<file path="src/rtl/interrupt_sequencer_pkg.sv">
// Shared types and constants for the 6502 interrupt/reset entry sequencer.
// State, source and push-select encodings plus the per-step control decode.
package interrupt_sequencer_pkg;

  typedef enum logic [2:0] {
    ST_IDLE = 3'd0,
    ST_T1   = 3'd1,
    ST_T2   = 3'd2,
    ST_T3   = 3'd3,
    ST_T4   = 3'd4,
    ST_T5   = 3'd5,
    ST_T6   = 3'd6
  } state_e;

  typedef enum logic [1:0] {
    SRC_RES = 2'b00,
    SRC_NMI = 2'b01,
    SRC_BRK = 2'b10,
    SRC_IRQ = 2'b11
  } src_e;

  typedef enum logic [1:0] {
    PUSH_NONE = 2'b00,
    PUSH_PCH  = 2'b01,
    PUSH_PCL  = 2'b10,
    PUSH_P    = 2'b11
  } push_e;

  localparam logic [7:0]  DEF_STACK_PAGE = 8'h01;
  localparam logic [15:0] DEF_NMI_VEC    = 16'hFFFA;
  localparam logic [15:0] DEF_RES_VEC    = 16'hFFFC;
  localparam logic [15:0] DEF_IRQ_VEC    = 16'hFFFE;

  typedef struct packed {
    logic  seq_active;
    logic  rw;
    push_e push_sel;
    logic  b_flag;
    logic  sp_dec;
    logic  pcl_load;
    logic  pch_load;
    logic  set_i;
    logic  seq_done;
  } ctl_t;

  localparam ctl_t CTL_IDLE = '{
    seq_active: 1'b0,
    rw:         1'b1,
    push_sel:   PUSH_NONE,
    b_flag:     1'b0,
    sp_dec:     1'b0,
    pcl_load:   1'b0,
    pch_load:   1'b0,
    set_i:      1'b0,
    seq_done:   1'b0
  };

  // Control strobes for one step; RES turns the three pushes into dummy reads.
  function automatic ctl_t step_ctl(input state_e st, input src_e s);
    ctl_t c;
    c = CTL_IDLE;
    case (st)
      ST_T1: c.seq_active = 1'b1;
      ST_T2: begin
        c.seq_active = 1'b1;
        c.push_sel   = PUSH_PCH;
        c.sp_dec     = 1'b1;
        c.rw         = (s == SRC_RES);
      end
      ST_T3: begin
        c.seq_active = 1'b1;
        c.push_sel   = PUSH_PCL;
        c.sp_dec     = 1'b1;
        c.rw         = (s == SRC_RES);
      end
      ST_T4: begin
        c.seq_active = 1'b1;
        c.push_sel   = PUSH_P;
        c.sp_dec     = 1'b1;
        c.rw         = (s == SRC_RES);
        c.b_flag     = (s == SRC_BRK);
      end
      ST_T5: begin
        c.seq_active = 1'b1;
        c.pcl_load   = 1'b1;
        c.set_i      = 1'b1;
      end
      ST_T6: begin
        c.seq_active = 1'b1;
        c.pch_load   = 1'b1;
        c.seq_done   = 1'b1;
      end
      default: c = CTL_IDLE;
    endcase
    return c;
  endfunction

  function automatic logic [15:0] vec_sel(input src_e s, input logic [15:0] nmi_v,
                                          input logic [15:0] res_v, input logic [15:0] irq_v);
    case (s)
      SRC_RES: return res_v;
      SRC_NMI: return nmi_v;
      default: return irq_v;
    endcase
  endfunction

endpackage

</file>
<file path="src/rtl/interrupt_sequencer_nmi_edge_detect.sv">
// NMI rising-edge latch: holds nmi_prev and nmi_pending; a new edge wins over a clear.
module interrupt_sequencer_nmi_edge_detect (
  input  logic clk,
  input  logic rst_n,
  input  logic nmi_req,
  input  logic clr,
  output logic nmi_pending
);

  logic nmi_prev_q, nmi_prev_d;
  logic nmi_pending_q, nmi_pending_d;

  always_comb begin
    nmi_prev_d    = nmi_req;
    nmi_pending_d = nmi_pending_q;
    if (clr) nmi_pending_d = 1'b0;
    if (nmi_req && !nmi_prev_q) nmi_pending_d = 1'b1;
  end

  always_ff @(posedge clk) begin
    if (!rst_n) begin
      nmi_prev_q    <= 1'b0;
      nmi_pending_q <= 1'b0;
    end else begin
      nmi_prev_q    <= nmi_prev_d;
      nmi_pending_q <= nmi_pending_d;
    end
  end

  assign nmi_pending = nmi_pending_q;

endmodule

</file>
<file path="src/rtl/interrupt_sequencer.sv">
// 6502 interrupt/reset entry sequencer: arbitrates RES/NMI/BRK/IRQ and drives six bus steps.
// Optional macro INTERRUPT_SEQ_NMI_HIJACK_EN lets a pending NMI take over a BRK/IRQ at T5.
module interrupt_sequencer
  import interrupt_sequencer_pkg::*;
#(
  parameter logic [7:0]  STACK_PAGE = DEF_STACK_PAGE,
  parameter logic [15:0] NMI_VEC    = DEF_NMI_VEC,
  parameter logic [15:0] RES_VEC    = DEF_RES_VEC,
  parameter logic [15:0] IRQ_VEC    = DEF_IRQ_VEC
) (
  input  logic        clk,
  input  logic        rst_n,
  input  logic        cpu_en,
  input  logic        sync,
  input  logic        res_req,
  input  logic        nmi_req,
  input  logic        irq_req,
  input  logic        brk_req,
  input  logic        flag_i,
  input  logic [15:0] pc_in,
  input  logic [7:0]  sp_in,
  output logic        seq_active,
  output logic [15:0] addr,
  output logic        rw,
  output logic [1:0]  push_sel,
  output logic        b_flag,
  output logic        sp_dec,
  output logic        pcl_load,
  output logic        pch_load,
  output logic        set_i,
  output logic        seq_done,
  output logic [1:0]  src
);

  state_e      state_q, state_d;
  src_e        src_q, src_d;
  logic        res_pending_q, res_pending_d;
  ctl_t        ctl_q, ctl_d;
  logic        nmi_pending;
  logic        nmi_clr;
  logic [15:0] vec;

  interrupt_sequencer_nmi_edge_detect u_nmi_edge_detect (
    .clk         (clk),
    .rst_n       (rst_n),
    .nmi_req     (nmi_req),
    .clr         (nmi_clr),
    .nmi_pending (nmi_pending)
  );

  always_comb begin
    state_d       = state_q;
    src_d         = src_q;
    res_pending_d = res_pending_q | res_req;
    nmi_clr       = 1'b0;
    if (cpu_en) begin
      if (state_q != ST_IDLE && res_req) begin
        state_d = ST_T1;
        src_d   = SRC_RES;
      end else begin
        case (state_q)
          ST_IDLE: begin
            if (res_pending_q) begin
              state_d = ST_T1;
              src_d   = SRC_RES;
            end else if (sync) begin
              if (nmi_pending) begin
                state_d = ST_T1;
                src_d   = SRC_NMI;
              end else if (brk_req) begin
                state_d = ST_T1;
                src_d   = SRC_BRK;
              end else if (irq_req && !flag_i) begin
                state_d = ST_T1;
                src_d   = SRC_IRQ;
              end
            end
          end
          ST_T1: state_d = ST_T2;
          ST_T2: state_d = ST_T3;
          ST_T3: state_d = ST_T4;
          ST_T4: begin
            state_d = ST_T5;
`ifdef INTERRUPT_SEQ_NMI_HIJACK_EN
            if (nmi_pending && (src_q == SRC_BRK || src_q == SRC_IRQ)) src_d = SRC_NMI;
`endif
          end
          ST_T5: state_d = ST_T6;
          ST_T6: state_d = ST_IDLE;
          default: state_d = ST_IDLE;
        endcase
      end
      // Within a cpu_en tick these only match on an actual step transition, never a hold.
      if (state_d == ST_T1 && src_d == SRC_RES) res_pending_d = 1'b0;
      if (state_q == ST_T4 && state_d == ST_T5 && src_d == SRC_NMI) nmi_clr = 1'b1;
    end
    ctl_d = step_ctl(state_d, src_d);
  end

  always_ff @(posedge clk) begin
    if (!rst_n) begin
      state_q       <= ST_IDLE;
      src_q         <= SRC_RES;
      res_pending_q <= 1'b1;
      ctl_q         <= CTL_IDLE;
    end else begin
      state_q       <= state_d;
      src_q         <= src_d;
      res_pending_q <= res_pending_d;
      ctl_q         <= ctl_d;
    end
  end

  // Address follows the live PC/SP so the datapath's own decrements are honoured.
  always_comb begin
    vec = vec_sel(src_q, NMI_VEC, RES_VEC, IRQ_VEC);
    case (state_q)
      ST_T1:                addr = pc_in;
      ST_T2, ST_T3, ST_T4:  addr = {STACK_PAGE, sp_in};
      ST_T5:                addr = vec;
      ST_T6:                addr = vec + 16'd1;
      default:              addr = '0;
    endcase
  end

  assign seq_active = ctl_q.seq_active;
  assign rw         = ctl_q.rw;
  assign push_sel   = ctl_q.push_sel;
  assign b_flag     = ctl_q.b_flag;
  assign sp_dec     = ctl_q.sp_dec;
  assign pcl_load   = ctl_q.pcl_load;
  assign pch_load   = ctl_q.pch_load;
  assign set_i      = ctl_q.set_i;
  assign seq_done   = ctl_q.seq_done;
  assign src        = src_q;

endmodule

</file>
<file path="config.mk">
export PLATFORM = sky130hd
export DESIGN_NAME = interrupt_sequencer
export DESIGN_NICKNAME = d
export VERILOG_FILES = /design/src/rtl/interrupt_sequencer_pkg.sv /design/src/rtl/interrupt_sequencer_nmi_edge_detect.sv /design/src/rtl/interrupt_sequencer.sv
export SDC_FILE = /design/constraint.sdc
export NUM_CORES = 1
export LEC_CHECK = 0
export ABC_AREA = 0
export CORE_MARGIN = 10
export CORE_UTILIZATION = 43
export DETAILED_ROUTE_END_ITERATION = 12
export GPL_TIMING_DRIVEN = 0
export PLACE_DENSITY = 0.83
export SLEW_MARGIN = 0
export SYNTH_ARGS = -nofsm -noshare
export SYNTH_HDL_FRONTEND = slang
export SYNTH_SLANG_ARGS = --single-unit
</file>
<file path="constraint.sdc">
create_clock -name clk -period 4.1 [get_ports clk]
set_clock_uncertainty 0.1 [all_clocks]
set_input_delay 1.025 -clock clk [delete_from_list [all_inputs] [get_ports clk]]
set_output_delay 1.025 -clock clk [all_outputs]
set_load 0.005 [all_outputs]
</file>
==> impl_results.md, run 1 <==
* RSZ-0062 raised after global routing: false
* Finished Cell Area at 1870 µm²
* DRT Wirelength at approximately 3800 µm
* Most common cell after layout, fill and taps aside: clkdlybuf4s50_1
* Worst-path maximum fanout at 1
* Buffers on Ports at 59
* FILL cells at 230
* Flop-to-flop setup slack at approximately 2.4 ns
* P per Cell Area at about 230 nW/µm²
* IR drop worst, VDD at about 0.00022 V
* Final Hold Fails at 0
* Clock sink count at 16
* Root Driver: clkbuf_4
* Core ar. at approximately 2700 µm²
* Commonest cells after routing, fill and taps aside: 59 x clkdlybuf4s50_1, 22 x nor2_1, 16 x dfxtp_1
* Initial antenna violation count at 0
* Worst Hold Path EP: u_nmi_edge_detect.nmi_pending
* CP arrival at 2.48 ns
* Setup_tns at 0 ns
* Largest net degree at the start of global routing at 11
* Flops & latches, synth at 16
* Die Y at between 70 and 80 µm
* Row cnt at 19
* Post-DP HPWL at 3120 µm
* Post-synth top flop: dfxtp_1
* Vias in the first global route at roughly 1400
* Family with the most delay on the worst path: buffers and inverters
* Sequential area share after synthesis at a little over a quarter
* Final nets at roughly 260
* Layout area overhead at 55.4%
* Initial DRC Count at between 50 and 60
* Top cell by count, worst path: clkdlybuf4s50_1
* Register Area at about 320 µm²
* Number of setup violations in the final report at 0
* Starting Density at about 44%
* Mapped Cells at about 160
* Area occupied by multi-input gates at between 700 and 800 µm²
* Via-per-instance ratio at 5.63
* Setup CP Type: in2out
* Hold Path Class: reg2reg
* Cts hold-fix bufs at 0
* Placed Area at approximately 1800 µm²
* Worst path cell trace: clkdlybuf4s50_1 -> mux2_2 -> a221oi_1 -> nor2_1 -> clkdlybuf4s50_1
* Min Hold Slack at approximately 0.4 ns
* First-pass GRT wire length at roughly 6400 µm
* Critical path buffer and inverter count at 2
* CTS tree: done
* Req. time, crit path at between 2 and 3 ns
* Final Non-Filler Cells at around 250
* GPL Wtd Cong at about 0.82
* DRC viols at 0
* Reg2Reg Launch Point: state_q[0]
* Cts bufs inserted at 3
* Status: completed
* Post-route ant nets at 0
* Period minus WS final at between 3 and 4 ns
* Reg2reg end: seq_active
* Post-CTS setup buffers at 0
* Post-CTS Resized at 0
* Dpl cells at around 250
* MaxCap Viol Count at 0
* Worst R2R Path Depth at 6
* Rel. slew slack at a little under three quarters
* Final max-slew violation count at 0
* Synth warnings at 0
* H-tree Lvls at 1
* I/O pin count at slightly above 60
* FMAX at 278 MHz
* Clock Latency Late Sink at 0.28 ns
* Die Width at 72.9 µm
* Clock transition at path regs at approximately 0.09 ns
* Routed via count at 1418
* Post-synth EDFFs at 0
* DR pass1 iterations at 4
* Wire per inst at ~15 µm
* Maximum clock path buffer count at 2
* Full die area at between 5000 and 6000 µm²
* Largest stage delay on the critical path at roughly 0.46 ns
* Beginning of the worst hold path: u_nmi_edge_detect.nmi_prev_q
* Cell variety after synth at 46
* Layout cells sized above 1 at between 10% and 20%
* Fin crit share at slightly below 90%
* Syn Std Cell Area at between 1000 and 1500 µm²
* ANT cells at 0
* Critical Path End Type: output pin
* Post-synth net total at around 190
* Syn_area_per_cell at 7.60 µm²
* Crit start category: primary input
* Global Route Usage Sum at between 10 and 15%
* CP max-delay cell: clkdlybuf4s50_1
* Worst slew pin tran at around 0.42 ns
* Asr flop ratio synth at 0%
* Lkg Pwr at ~0.68 nW
* Congestion Overflow GR at 0
* Worst hold path cell count at 2
[Yosys cell counts, types with 2 or more instances]
master	count	area, µm²
nor2_1	22	82.6
dfxtp_1	16	320
o21ai_0	12	60.1
a21oi_1	11	55.1
nand2_1	9	33.8
buf_2	6	30.0
o211ai_1	6	45.0
o31ai_1	6	45.0
nor2b_1	5	31.3
and2_1	4	25.0
inv_1	4	15.0
o21a_1	4	30.0
a221oi_1	3	26.3
clkbuf_1	3	11.3
nand3_1	3	15.0
nand3b_1	3	22.5
o21ai_1	3	15.0
a21boi_0	2	15.0
a22oi_1	2	15.0
a32oi_1	2	17.5
buf_1	2	7.51
buf_4	2	15.0
buf_6	2	22.5
mux2_2	2	22.5
nand2b_1	2	12.5
nor3_2	2	20.0
[metrics by stage]
| step | util [%] | setup slack (ns) | total power [W] |
|---|---|---|---|
| after CTS | 68.9 | 0.494 | 0.000422 |
| after floorplan | - | 1.40 | 0.000242 |
| after global placement | 67.5 | 0.534 | 0.000318 |
| after detailed placement | 67.5 | 0.502 | 0.000322 |
| after global routing | 68.9 | 0.446 | 0.000447 |
| final | 68.9 | 0.499 | 0.000421 |
[how the worst max path moves through the flow]
stage,start,to,slack (ns),cells past startpoint
floorplan,pc_in[2],addr[2],1.40,3
global placement,pc_in[2],addr[2],0.53,5
detailed placement,pc_in[2],addr[2],0.50,5
CTS,pc_in[2],addr[2],0.49,5
global route,pc_in[2],addr[2],0.45,5
finish,pc_in[2],addr[2],0.50,5
[sequential cells by signal, indices dropped and copies added (netlist names)]
name,cells
seq_done,1
src,2
res_pending_q,1
set_i,1
rw,1
state_q,3
u_nmi_edge_detect.nmi_pending,1
seq_active,1
u_nmi_edge_detect.nmi_prev_q,1
sp_dec,1
b_flag,1
push_sel,2
[kinds of logic after synthesis]
family,count (synthesis),synth area share (%)
AO/OA/AOI/OAI,63,37.1
buffers and inverters,19,8.44
flip-flops,16,26.7
multiplexers,2,1.87
AND/OR/NAND/NOR,58,25.9
[metal layers]
layer	vias up	wire (µm)	part of all wire [%]	global-route usage, %
li1	710	-	-	-
met1	645	1650	43	16.6
met2	56	1760	46	23.8
met3	7	373	9.8	4.35
met4	0	42	1.1	3.38
met5	-	0	0	0
[where the power goes]
part / internal [W] / total, W / leakage, nW / switching (W)
combinational: 0.0000867 / 0.000150 / 0.527 / 0.0000629
sequential: 0.000162 / 0.000168 / 0.131 / 0.00000599
clock: 0.0000540 / 0.000103 / 0.0210 / 0.0000489
total: 0.000303 / 0.000421 / 0.678 / 0.000118
[worst reg2reg max path: stages (launching register included)]
cell	delay, ns
dfxtp_1	0.46
buf_2	0.28
nor2b_1	0.26
a22oi_1	0.19
nor2_1	0.12
nand2_1	0.06
o211a_1	0.13
[layout make-up]
cell class / instances / area share (%)
Inverter: 4 / 0.804
Sequential cell: 16 / 17.2
Clock buffer: 4 / 1.94
Multi-Input combinational cell: 123 / 41.8
Tap cell: 31 / 2.08
Timing Repair Buffer: 59 / 31.6
Buffer: 15 / 4.62
Note: power is estimated with default switching activity, not from simulation.
==> run 2, diff against run 1 <==
--- a/config.mk
+++ b/config.mk
@@ -11,7 +11,7 @@
 export DETAILED_ROUTE_END_ITERATION = 12
 export GPL_TIMING_DRIVEN = 0
 export PLACE_DENSITY = 0.83
-export SLEW_MARGIN = 0
+export SKIP_CTS_REPAIR_TIMING = 1
 export SYNTH_ARGS = -nofsm -noshare
 export SYNTH_HDL_FRONTEND = slang
 export SYNTH_SLANG_ARGS = --single-unit
==> results of run 2 <==
The final DEF is identical to that of run 1; final timing and power are the same.
